**src/rtl/mul_share_pkg.sv**
```systemverilog
// mul_share_pkg
// Shared definitions for the multiplier-sharing arbiter: controller state
// encoding and the default operand widths and watchdog limit.
// Ports: none (package).
// Build option: MUL_ZERO_BYPASS_EN (used by mul_share_arbiter).

package mul_share_pkg;

  localparam int DEFAULT_NREQ    = 4;
  localparam int DEFAULT_M       = 8;
  localparam int DEFAULT_N       = 8;
  localparam int DEFAULT_TIMEOUT = 64;

  typedef enum logic [1:0] {
    IDLE  = 2'd0,
    ISSUE = 2'd1,
    WAIT  = 2'd2,
    RESP  = 2'd3
  } state_t;

endpackage

```
**src/rtl/rr_arbiter.sv**
```systemverilog
// rr_arbiter
// Combinational round-robin picker. Searches upward from the requester after
// i_lastGrant, wrapping around, and returns the first active request.
// The priority pointer itself lives in the parent.
// Ports:
//   i_req       NREQ  request vector
//   i_lastGrant IDW   index of the most recently served requester
//   i_enable    1     when low, no grant is produced
//   o_grant     NREQ  one-hot grant (or zero)
//   o_grantIdx  IDW   encoded index of the grant (0 when none)

module rr_arbiter #(
  parameter int NREQ = 4,
  parameter int IDW  = $clog2(NREQ)
) (
  input  logic [NREQ-1:0] i_req,
  input  logic [IDW-1:0]  i_lastGrant,
  input  logic            i_enable,
  output logic [NREQ-1:0] o_grant,
  output logic [IDW-1:0]  o_grantIdx
);

  logic           w_found;
  logic [IDW-1:0] w_cand;

  // Walk the candidates in rotated priority order; the first hit wins and
  // masks everything behind it.
  always_comb begin
    o_grant    = '0;
    o_grantIdx = '0;
    w_found    = 1'b0;
    w_cand     = '0;
    for (int k = 1; k <= NREQ; k++) begin
      w_cand = IDW'((int'(i_lastGrant) + k) % NREQ);
      if (i_enable && !w_found && i_req[w_cand]) begin
        w_found         = 1'b1;
        o_grant[w_cand] = 1'b1;
        o_grantIdx      = w_cand;
      end
    end
  end

endmodule

```
**src/rtl/mul_share_arbiter.sv**
```systemverilog
// mul_share_arbiter
// Shares one multi-cycle unsigned multiplier between NREQ requesters.
// Requests are accepted round-robin, one at a time; the operands are held on
// mul_d/mul_q, a one-cycle mul_start is issued, and the product is returned
// tagged with the requester ID. A watchdog turns a missing mul_done into an
// error response so a hung multiplier cannot stall the block.
// Ports:
//   clk, rst                      clock, async active-low reset
//   req_valid/req_ready           per-requester operand handshake
//   req_d/req_q                   packed operands, requester i at [i*M +: M]
//   mul_start/mul_d/mul_q         multiplier command
//   mul_done/mul_product          multiplier completion
//   rsp_valid/rsp_ready           response handshake
//   rsp_id/rsp_product/rsp_err    response payload (err = watchdog timeout)
// Build option: MUL_ZERO_BYPASS_EN -- a zero operand skips the multiplier and
// answers 0 one cycle after the handshake.

module mul_share_arbiter
  import mul_share_pkg::*;
#(
  parameter int NREQ    = DEFAULT_NREQ,
  parameter int M       = DEFAULT_M,
  parameter int N       = DEFAULT_N,
  parameter int IDW     = $clog2(NREQ),
  parameter int TIMEOUT = DEFAULT_TIMEOUT
) (
  input  logic              clk,
  input  logic              rst,
  input  logic [NREQ-1:0]   req_valid,
  output logic [NREQ-1:0]   req_ready,
  input  logic [NREQ*M-1:0] req_d,
  input  logic [NREQ*N-1:0] req_q,
  output logic              mul_start,
  output logic [M-1:0]      mul_d,
  output logic [N-1:0]      mul_q,
  input  logic              mul_done,
  input  logic [M+N-1:0]    mul_product,
  output logic              rsp_valid,
  input  logic              rsp_ready,
  output logic [IDW-1:0]    rsp_id,
  output logic [M+N-1:0]    rsp_product,
  output logic              rsp_err
);

  localparam int WDW = $clog2(TIMEOUT);

  state_t           r_state;
  state_t           w_nextState;
  logic [IDW-1:0]   r_lastGrant;
  logic [WDW-1:0]   r_wdog;
  logic [M-1:0]     r_mulD;
  logic [N-1:0]     r_mulQ;
  logic [IDW-1:0]   r_rspId;
  logic [M+N-1:0]   r_rspProduct;
  logic             r_rspErr;

  logic             w_arbEnable;
  logic [NREQ-1:0]  w_grant;
  logic [IDW-1:0]   w_grantIdx;
  logic             w_hsFire;
  logic             w_timeout;
  logic [M-1:0]     w_dSel;
  logic [N-1:0]     w_qSel;
  logic             w_bypass;

  // The arbiter only runs in IDLE; gating with rst keeps req_ready at 0
  // while reset is held even though IDLE is the reset state.
  rr_arbiter #(
    .NREQ (NREQ),
    .IDW  (IDW)
  ) u_arb (
    .i_req       (req_valid),
    .i_lastGrant (r_lastGrant),
    .i_enable    (w_arbEnable),
    .o_grant     (w_grant),
    .o_grantIdx  (w_grantIdx)
  );

  assign w_hsFire  = |w_grant;
  assign w_dSel    = req_d[int'(w_grantIdx)*M +: M];
  assign w_qSel    = req_q[int'(w_grantIdx)*N +: N];
  assign w_timeout = (r_wdog == WDW'(TIMEOUT - 1));

`ifdef MUL_ZERO_BYPASS_EN
  assign w_bypass = (w_dSel == '0) || (w_qSel == '0);
`else
  assign w_bypass = 1'b0;
`endif

  assign req_ready   = w_grant;
  assign mul_d       = r_mulD;
  assign mul_q       = r_mulQ;
  assign rsp_id      = r_rspId;
  assign rsp_product = r_rspProduct;
  assign rsp_err     = r_rspErr;

  // State register.
  always_ff @(posedge clk or negedge rst) begin
    if (!rst) r_state <= IDLE;
    else      r_state <= w_nextState;
  end

  // Next-state and control decode. mul_done outside WAIT is simply not
  // looked at, so stray pulses fall away. In WAIT, done is tested before the
  // watchdog so a simultaneous done still produces a good result.
  always_comb begin
    w_nextState = r_state;
    w_arbEnable = 1'b0;
    mul_start   = 1'b0;
    rsp_valid   = 1'b0;
    case (r_state)
      IDLE: begin
        w_arbEnable = rst;
        if (w_hsFire) w_nextState = w_bypass ? RESP : ISSUE;
      end
      ISSUE: begin
        mul_start   = 1'b1;
        w_nextState = WAIT;
      end
      WAIT: begin
        if (mul_done || w_timeout) w_nextState = RESP;
      end
      RESP: begin
        rsp_valid = 1'b1;
        if (rsp_ready) w_nextState = IDLE;
      end
      default: w_nextState = IDLE;
    endcase
  end

  // Datapath: operand capture at the handshake, watchdog, result capture and
  // the round-robin pointer, which only advances once the response is taken.
  always_ff @(posedge clk or negedge rst) begin
    if (!rst) begin
      r_lastGrant  <= IDW'(NREQ - 1);
      r_wdog       <= '0;
      r_mulD       <= '0;
      r_mulQ       <= '0;
      r_rspId      <= '0;
      r_rspProduct <= '0;
      r_rspErr     <= 1'b0;
    end else begin
      case (r_state)
        IDLE: begin
          if (w_hsFire) begin
            r_mulD  <= w_dSel;
            r_mulQ  <= w_qSel;
            r_rspId <= w_grantIdx;
            if (w_bypass) begin
              r_rspProduct <= '0;
              r_rspErr     <= 1'b0;
            end
          end
        end
        ISSUE: r_wdog <= '0;
        WAIT: begin
          if (mul_done) begin
            r_rspProduct <= mul_product;
            r_rspErr     <= 1'b0;
          end else if (w_timeout) begin
            r_rspProduct <= '0;
            r_rspErr     <= 1'b1;
          end else begin
            r_wdog <= r_wdog + WDW'(1);
          end
        end
        RESP: begin
          if (rsp_ready) r_lastGrant <= r_rspId;
        end
        default: ;
      endcase
    end
  end

endmodule

```
**config.mk**
```make
export PLATFORM = sky130hd
export DESIGN_NAME = mul_share_arbiter
export DESIGN_NICKNAME = d
export VERILOG_FILES = /design/src/rtl/mul_share_pkg.sv /design/src/rtl/rr_arbiter.sv /design/src/rtl/mul_share_arbiter.sv
export SDC_FILE = /design/constraint.sdc
export NUM_CORES = 1
export LEC_CHECK = 0
export CAP_MARGIN = 30
export CORE_UTILIZATION = 36
export CTS_BUF_LIST = sky130_fd_sc_hd__clkbuf_4
export DETAILED_ROUTE_END_ITERATION = 8
export GPL_TIMING_DRIVEN = 0
export HOLD_SLACK_MARGIN = 0.03
export PLACE_DENSITY_LB_ADDON = 0.05
export SYNTH_ARGS = -nofsm -noshare
export SYNTH_HDL_FRONTEND = slang
export SYNTH_HIERARCHICAL = 1
export SYNTH_SLANG_ARGS = --single-unit
```
**constraint.sdc**
```tcl
create_clock -name clk -period 3.06 [get_ports clk]
set_clock_uncertainty 0.05 [all_clocks]
set_input_delay 0.306 -clock clk [delete_from_list [all_inputs] [get_ports clk]]
set_output_delay 0.306 -clock clk [all_outputs]
set_load 0.05 [all_outputs]
```
* Word-level counts from Yosys, hierarchy flattened
Index checks and enable logic that the tools add are counted.
** Storage, ports and cells
- Register bits after elaboration :: 45
- Logic and storage cells :: 100
- Input bits :: 88
- Output and inout port bits :: 41
** Operators by class
- Order comparisons :: 8
- Mux-type cells :: 41
- Add/subtract/negate cells :: 5
- Shifts and indexed selects :: 2
- Equal/unequal tests :: 9
- Bitwise logic cells :: 3
- Reductions and logical operators :: 24
** Operators with widths (number)
- $shiftx 32x6->8 :: 2
- $mux 16 :: 2
- $mux 1 :: 16
- $mux 4 :: 4
- $mux 2 :: 7
- $lt 2x3->1 const B :: 4
- $mux 6 :: 2
- $or 4x4->4 :: 3
- $pmux 6 s2 :: 1
- $logic_and 1x1->1 :: 11
- $ne 2x2->1 const B :: 5
- $bmux 1 s2 :: 4
- $demux 1 s2 :: 4
- $ge 2x1->1 const B :: 4
- $pmux 2 s4 :: 1
- $add 6x1->6 const B :: 1
- $eq 6x6->1 const B :: 1
- $reduce_and 2->1 :: 3
- $reduce_and 3->1 :: 2
- $add 2x1->2 const B :: 2
- $add 2x2->2 const B :: 2
- $eq 2x2->1 const B :: 2
- $reduce_bool 2->1 :: 2
- $reduce_or 4->1 :: 1
- 4 further kinds :: 6

* Logic depth before layout (Yosys ltp)
Gate-level depths: netlist of run 1.
- Depth after elaboration :: 20
- Gate-level depth with buffers :: 13
- Gate-level depth less buffers :: 10

* Cells and area by module
The synthesis of run 1 kept the hierarchy.
** Modules (own cells, without submodules)
- mul_share_arbiter :: cells each 191, times used 1, seq. area each 1128.6 sq um, area each 2343.5 sq um
- rr_arbiter :: cells each 48, times used 1, seq. area each 0.0 sq um, area each 446.7 sq um

* Least setup slack after synthesis of run 1
No wires, ideal clock.
- Kind :: register -> register
- Start point :: register r_lastGrant[0]
- End point :: register r_mulD[0], in the netlist mul_d[0]
- Path buffers :: 3
- Data arrival time :: 3329 ps
- Library setup time :: 125 ps
- Setup slack :: -444 ps
- Clock period less this slack :: 3504 ps
- Stages on the path, launching flop included :: 12
- Data required time :: 2885 ps
- Cell sequence :: dfstp_2 > buf_6 > inv_1 > ha_1 > mux4_2 > and3_1 > a221o_1 > nor4_1 > nand2b_1 > buf_4 > buf_6 > mux2_2
** Between the ends
- Word-level cells in the longest chain between the ends :: 19
- Elaborated cells between the ends (all ways) :: 59
- Classes of those cells :: add/sub: 4; order compare: 8; shift: 1; mux: 27; bitwise: 3; reduce/logical: 16
** RTL lines
- start, declared :: RTL line mul_share_arbiter.sv:49 : logic [IDW-1:0] r_lastGrant;
- start signal, assigned :: RTL line mul_share_arbiter.sv:135 : r_lastGrant <= IDW'(NREQ - 1);
- start signal, assigned :: RTL line mul_share_arbiter.sv:168 : if (rsp_ready) r_lastGrant <= r_rspId;
- branches (longest 16 deep; another with $lt 2x3->1)
- $mux 4 (*) :: RTL line rr_arbiter.sv:35 : if (i_enable && !w_found && i_req[w_cand]) begin
- via req_ready[1] :: RTL line mul_share_arbiter.sv:30 : output logic [NREQ-1:0] req_ready,
- $reduce_or 4->1 (*) :: RTL line mul_share_arbiter.sv:79 : assign w_hsFire = |w_grant;
- $reduce_and 2->1 (no line) (*)
- end signal, assigned :: RTL line mul_share_arbiter.sv:146 : r_mulD <= w_dSel;
- end, declared :: RTL line mul_share_arbiter.sv:51 : logic [M-1:0] r_mulD;
Mark *: on every way through the listed nets, which the timed path passes. The select of a mux whose other input is x is not followed.
A chain may end at the register's enable or synchronous reset.

* Final worst setup path of run 1
- Start point :: register r_lastGrant[0]
- End point :: register r_mulQ[0], in the netlist mul_q[0]
** Between the ends
- Word-level cells in the longest chain between the ends :: 19
- Elaborated cells between the ends (all ways) :: 59
- Classes of those cells :: add/sub: 4; order compare: 8; shift: 1; mux: 27; bitwise: 3; reduce/logical: 16
** RTL lines
- branches (longest 19 deep; another with $add 2x1->2)
- end signal, assigned :: RTL line mul_share_arbiter.sv:147 : r_mulQ <= w_qSel;
- end, declared :: RTL line mul_share_arbiter.sv:52 : logic [N-1:0] r_mulQ;
Several ways; the timed one is not identified. The select of a mux whose other input is x is not followed.

==> key figures, run 1 <==
Outcome
  – Status: finished, violations left
  – Failing checks: negative setup slack

Routing
  – Vias after detailed routing: roughly 2500
  – Post-Route WL: 7.49 mm
  – DRC errors left: 0
  – DRT Pass-1 Iters: 4
  – Wire per inst: 15.2 um
  – Post-route ant nets: 0
  – Detailed Route Iter0 Violations: 70
  – Vias per cell: 5.11

Final layout
  – Most frequent cells in the layout: 123 x clkdlybuf4s50_1, 44 x nand2_1, 43 x dfrtp_1
  – Final Instance Count excl. Fillers: about 490
  – Layout cell share with drive strength beyond 1: between 20% and 30%
  – ANT cells: 0
  – Post-route cell area: roughly 0.0046 mm2
  – Commonest non-fill, non-tap cell in the layout: clkdlybuf4s50_1
  – Synth-to-layout area growth: 64.4%
  – # nets final: ~490

Worst setup path
  – Crit-path slowest cell: dfstp_2
  – CP bufs+invs: 3
  – CP peak stage delay: between 0.5 and 0.6 ns
  – Critical-path cell list: buf_8, inv_8, ha_4, mux4_2, and3_4, a221o_2, nor4_4, nand2b_4, buf_12, mux2_4
  – Req. time, crit path: around 3.3 ns
  – Worst-path maximum fanout: 8
  – Critical Path AT: about 3.4 ns
  – Crit end category: register
  – Register-to-register setup slack: -0.16 ns
  – Setup CP Type: reg2reg
  – CP Launch Type: register
  – Largest delay contributor family on the critical path: simple AND/OR/NAND/NOR gates

Floorplan
  – Initial Utilization: about 38%
  – Core Footprint: 0.00737 mm2
  – Die X: 90.0 um
  – I/O Pins: ~130
  – Die H: between 90 and 100 um
  – Row cnt: 31
  – DIE AREA: 0.00811 mm2

Yosys
  – Primary FF master, synth: dfrtp_1
  – Post-synthesis instance area: 0.00279 mm2
  – Post-synthesis net count: roughly 340
  – Average cell area after synthesis: 11.7 um2
  – Synth top area cells: dfrtp_1 39%, mux4_2 10%, mux2_2 8.9%
  – Asr flop ratio synth: 100%
  – Synth area leader: dfrtp_1
  – Post-synth top area share: 38.6%
  – Ys Warns: 6
  – Distinct cell type count after synthesis: a little over 40
  – Cells after synthesis: 239
  – Sequential cell area fraction in the yosys report: between 40 and 50%
  – Yosys reg bits: 45
  – EDFF count, synth: 0

Global route
  – Initial antenna violation count: 0
  – First-pass GRT wire length: 12.3 mm
  – GR Overflow Total: 0
  – Gr usage total: between 10% and 20%
  – Largest net degree at the start of global routing: 31
  – Vias in the first global route: between 2000 and 3000

CTS
  – Cts bufs inserted: 5
  – Clock slew at reported path FFs: 0.15 ns
  – CTS tree: done
  – # H-tree levels: 2
  – Worst-Skew Late Latency: 0.35 ns
  – Clk root buf: clkbuf_4
  – Clock buffer depth: 2
  – Clock Sinks: 45

Pwr
  – Switch share: about 47%
  – P per Cell Area: 936 mW/mm2
  – Psw: ~0.0020 W
  – Leak: roughly 2 nW
  – Comb power frac: 69.3%
  – Seq pwr share: a little under a quarter
  – Internal: approximately 0.0023 W
  – Clock share of power: 7.1%
  – VDD IR max: 0.000408 V

Job
  – Max Cap Viol: 0

Placement
  – Number of port buffers: 128
  – Placed insts: approximately 470
  – Placed Area: approximately 0.0043 mm2
  – Placer Congestion: roughly 0.77
  – Final HPWL DP: 5.55 mm

Timing
  – Least-Margin Pin Slew: 0.703 ns
  – Slew HR: 53.0%
  – Hold Fails Final Rpt: 0
  – Final setup viols: 19
  – Final setup margin: -0.160 ns
  – Final min period: ~3.2 ns
  – RSZ-0062 raised after global routing: true
  – Slew Viols, Final: 0
  – Tcrit/Tclk final: 105%
  – Fmax: roughly 310 MHz

Min path
  – Hold Crit Class: in2async
worst reg2reg max path, delay by kind of cell (launching register included):
kind	cells	cell delay [ns]
and+or+nand+nor	3	0.81
DFF	1	0.57
muxes	2	0.67
buffers and inverters	3	0.32
AOI/OAI and AO/OA	1	0.42
adders and majority gates	1	0.28
what timing repair did:
item,in CTS,in global routing
cloned,2,0
resized for setup,33,21
buffers inserted,12,7
endpoints found under the hold margin,16,0
pin swaps,2,3
hold buffers,2,0
endpoints found under the setup margin,23,23
stage by stage:
stage | TNS [ns] | total power, W | util, % | setup slack [ns] | hold WS, ns
after CTS | -2.03 | 0.00421 | 61.3 | -0.135 | 0.364
after global placement | -36.19 | 0.00367 | 58.0 | -1.63 | 0.430
after floorplan | -2.18 | 0.00287 | - | -0.176 | -0.0396
after global routing | -3.97 | 0.00454 | 62.2 | -0.232 | 0.361
final | -2.62 | 0.00429 | 62.2 | -0.160 | 0.371
after detailed placement | -6.11 | 0.00372 | 58.2 | -0.426 | 0.210
routing by layer:
layer  share of wire (%)  GRT usage (%)  vias up
met2                  50           33.1      101
met4                 2.6           6.45        0
met5                   0              0        -
met3                 7.1           5.84       16
li1                    -              -     1192
met1                  40           21.5     1215
registers in the layout, summed over array words and instances, names as in the netlist:
register / flops
r_wdog: 6
r_state: 2
rsp_id: 2
mul_d: 8
mul_q: 8
rsp_err: 1
r_lastGrant: 2
rsp_product: 16
power by group through the flow:
stage,logic [W],clock network [W],registers (W)
floorplan,0.00112,0,0.00176
global placement,0.00264,0,0.00103
detailed placement,0.00268,0,0.00104
CTS,0.00288,0.000320,0.00101
global route,0.00314,0.000351,0.00105
finish,0.00297,0.000303,0.00102
area by class of cell:
| class | instances | area, um2 |
|---|---|---|
| Timing Repair Buffer | 151 | 1480 |
| Sequential cell | 45 | 1130 |
| Clock inverter | 3 | 25.0 |
| Clock buffer | 5 | 37.5 |
| Fill cell | 633 | 2780 |
| Multi-Input combinational cell | 175 | 1670 |
| Buffer | 10 | 85.1 |
| Inverter | 6 | 30.0 |
| Tap cell | 99 | 124 |
cells in the mapped netlist (3+ instances only):
cell type	number
nand3_1	7
mux4_1	7
nand2b_1	4
mux2_2	22
a21boi_0	4
o21ai_0	22
buf_6	5
nand2_1	44
mux2i_1	3
a221o_1	4
buf_2	3
nand3b_1	4
inv_1	6
mux4_2	13
nor2b_1	4
dfrtp_1	43
ha_1	12
clkbuf_1	3
cells by family after synthesis:
family	share of synthesized area, %
adders and majority gates	5.38
muxes	27.0
AOI/OAI and AO/OA	9.37
buffers and inverters	4.30
and+or+nand+nor	13.5
DFF	40.4
path summary, 6_finish.rpt:
check | startpoint | endpoint | cells after the start
worst max-delay path | r_lastGrant[0]$_DFFE_PN1P_ | mul_q[0]$_DFFE_PN0P_ | 10
worst min-delay path | rst | r_wdog[4]$_DFFE_PN0P_ | 3
max in group asynchronous | rst | rsp_product[7]$_DFFE_PN0P_ | 3
worst max register to register | r_lastGrant[0]$_DFFE_PN1P_ | mul_q[0]$_DFFE_PN0P_ | 10
worst min register to register | rsp_err$_DFFE_PN0P_ | rsp_err$_DFFE_PN0P_ | 1
min in group clk | mul_product[15] | rsp_product[15]$_DFFE_PN0P_ | 3
Power figures use the tool's default switching activity.
==> run 2: changes to the inputs <==
--- a/config.mk
+++ b/config.mk
@@ -6,6 +6,8 @@
 export NUM_CORES = 1
 export LEC_CHECK = 0
 export CAP_MARGIN = 30
+export CORE_ASPECT_RATIO = 1.2
+export CORE_MARGIN = 5
 export CORE_UTILIZATION = 36
 export CTS_BUF_LIST = sky130_fd_sc_hd__clkbuf_4
 export DETAILED_ROUTE_END_ITERATION = 8
==> key figures, run 2 (synthesis results as in run 1) <==
Floorplan
  – Die X: 90.4 um (was 90.0 um)
  – Row cnt: 35 (was 31)
  – I/O Pins: 129 (unchanged)
  – Initial Utilization: 36.6% (was 37.9%)
  – Die H: 106 um (was 90.0 um)
  – Core Footprint: 0.00762 mm2 (was 0.00737 mm2)
  – DIE AREA: 0.00962 mm2 (was 0.00811 mm2)

Timing
  – Slew HR: 62.6% (was 53.0%)
  – Final min period: 3.09 ns (was 3.22 ns)
  – Fmax: 324 MHz (was 311 MHz)
  – Final setup margin: -0.0305 ns (was -0.160 ns)
  – Slew Viols, Final: 0 (unchanged)
  – Fin Setup TNS: -0.425 ns (was -2.62 ns)
  – Hold Fails Final Rpt: 0 (unchanged)
  – Tcrit/Tclk final: 101% (was 105%)
  – Final setup viols: 18 (was 19)
  – Least-Margin Pin Slew: 0.560 ns (was 0.703 ns)
  – RSZ-0062 raised after global routing: true (unchanged)

Pwr
  – VDD IR max: 0.000502 V (was 0.000408 V)
  – Internal: 0.00236 W (was 0.00228 W)
  – Comb power frac: 68.1% (was 69.3%)
  – Clock share of power: 8.5% (was 7.1%)
  – Switch share: 45.4% (was 46.8%)
  – Leak: 1.93 nW (was 1.96 nW)
  – P per Cell Area: 945 mW/mm2 (was 936 mW/mm2)
  – Psw: 0.00196 W (was 0.00201 W)
  – Seq pwr share: 23.4% (was 23.7%)

Final layout
  – # nets final: 486 (was 494)
  – Layout cell share with drive strength beyond 1: 24.0% (was 24.3%)
  – Max reg flops: 16 (unchanged)
  – Final Instance Count excl. Fillers: 479 (was 494)
  – Most frequent cells in the layout: 123 x clkdlybuf4s50_1, 43 x dfrtp_1, 42 x nand2_1 (was 123 x clkdlybuf4s50_1, 44 x nand2_1, 43 x dfrtp_1)
  – Commonest non-fill, non-tap cell in the layout: clkdlybuf4s50_1 (unchanged)
  – Synth-to-layout area growth: 63.7% (was 64.4%)
  – ANT cells: 0 (unchanged)

CTS
  – Cts bufs inserted: 5 (unchanged)
  – Clock Sinks: 45 (unchanged)
  – Clock slew at reported path FFs: 0.13 ns (was 0.15 ns)
  – # H-tree levels: 2 (unchanged)
  – Worst-Skew Late Latency: 0.35 ns (about the same)
  – Clock buffer depth: 2 (unchanged)
  – Clk root buf: clkbuf_4 (unchanged)
  – CTS tree: done (unchanged)

Placement
  – Place WS: -0.428 ns (was -0.426 ns)
  – Placed insts: 460 (was 467)
  – Final HPWL DP: 5.74 mm (was 5.55 mm)
  – Placer Congestion: 0.747 (was 0.770)
  – Number of port buffers: 128 (unchanged)

Routing
  – Vias after detailed routing: 2425 (was 2524)
  – Vias per cell: 5.06 (was 5.11)
  – Detailed Route Iter0 Violations: 60 (was 70)
  – DRC errors left: 0 (unchanged)
  – Wire per inst: 15.4 um (was 15.2 um)
  – DRT Pass-1 Iters: 6 (was 4)
  – Post-Route WL: 7.37 mm (was 7.49 mm)
  – Post-route ant nets: 0 (unchanged)

Job
  – Max Cap Viol: 0 (unchanged)

Global route
  – GR Overflow Total: 0 (unchanged)
  – Largest net degree at the start of global routing: 28 (was 31)
  – Initial antenna violation count: 0 (unchanged)
  – Grt met2 use: 27.4% (was 33.1%)
  – First-pass GRT wire length: 12.1 mm (was 12.3 mm)
  – Grt met1 use: 17.7% (was 21.5%)
  – Vias in the first global route: 2532 (was 2590)
  – Gr usage total: 15.3% (was 18.8%)
  – Busiest grt layer: met2 (unchanged)
  – M3 GR Usage: 5.38% (was 5.84%)

Worst setup path
  – Critical Path AT: 3.29 ns (was 3.41 ns)
  – CP Launch Type: register (unchanged)
  – Worst-path maximum fanout: 8 (unchanged)
  – Req. time, crit path: 3.26 ns (was 3.25 ns)
  – Setup CP Type: reg2reg (unchanged)
  – Crit end category: register (unchanged)

Min path
  – Hold Crit Class: in2async (unchanged)

Outcome
  – Failing checks: negative setup slack (unchanged)
  – Status: finished, violations left (unchanged)
## run 2: what timing repair did
item | in CTS | in global routing
hold buffers | 1 | 0
setup buffers | 8 | 3
endpoints found under the hold margin | 16 | 0
cloned | 1 | 0
resized for setup | 28 | 31
pin swaps | 0 | 2
setup endpoints to repair | 23 | 23
## run 2: final cells by class
type	instances	area, um2
well taps	92	115
repair buffers	142	1440
flip-flops and latches	45	1130
clock inverters	3	41.3
fillers	660	3050
inverters	6	27.5
multi-input cells	175	1670
clock buffers	5	37.5
plain buffers	11	110
## run 2: worst paths after layout
path,startpoint,to,slack [ns],cells after the start
worst max-delay path,r_lastGrant[0]$_DFFE_PN1P_,mul_q[1]$_DFFE_PN0P_,-0.03,11
worst min-delay path,rst,r_wdog[2]$_DFFE_PN0P_,0.38,2
worst max register to register,r_lastGrant[0]$_DFFE_PN1P_,mul_q[1]$_DFFE_PN0P_,-0.03,11
worst min register to register,rsp_err$_DFFE_PN0P_,rsp_err$_DFFE_PN0P_,0.46,1
max in group asynchronous,rst,rsp_product[14]$_DFFE_PN0P_,2.08,3
min in group clk,mul_product[1],rsp_product[1]$_DFFE_PN0P_,0.43,3
## run 2: critical path, stage by stage, from the launching register on
cell      delay (ns)
dfstp_2         0.58
buf_8           0.14
buf_12          0.11
mux4_2          0.55
buf_6           0.16
nand2_2         0.06
a21boi_2        0.04
a221o_2         0.33
nor4_4          0.31
nand2b_4        0.21
buf_12          0.14
mux2_4          0.30
## run 2: power by group through the flow
stage | Clock (W) | Sequential, W | Combinational, W
after floorplan | 0 | 0.00176 | 0.00112
after global placement | 0 | 0.00103 | 0.00265
after detailed placement | 0 | 0.00104 | 0.00267
after CTS | 0.000381 | 0.00101 | 0.00285
after global routing | 0.000406 | 0.00105 | 0.00314
final | 0.000366 | 0.00101 | 0.00294
## run 2: layer usage
layer | vias up | part of all wire (%)
met4 | 0 | 0.90
met1 | 1157 | 38
li1 | 1174 | -
met3 | 5 | 8.5
met5 | - | 0
met2 | 89 | 52
## run 2: stage by stage
stage / hold slack (ns) / power (W) / cell area, um2 / util, %
global placement: 0.424 / 0.00368 / 4260 / 55.9
floorplan: -0.0396 / 0.00287 / 2870 / -
finish: 0.381 / 0.00432 / 4570 / 60.0
detailed placement: 0.247 / 0.00371 / 4280 / 56.1
CTS: 0.395 / 0.00424 / 4490 / 58.9
global route: 0.404 / 0.00460 / 4570 / 60.0
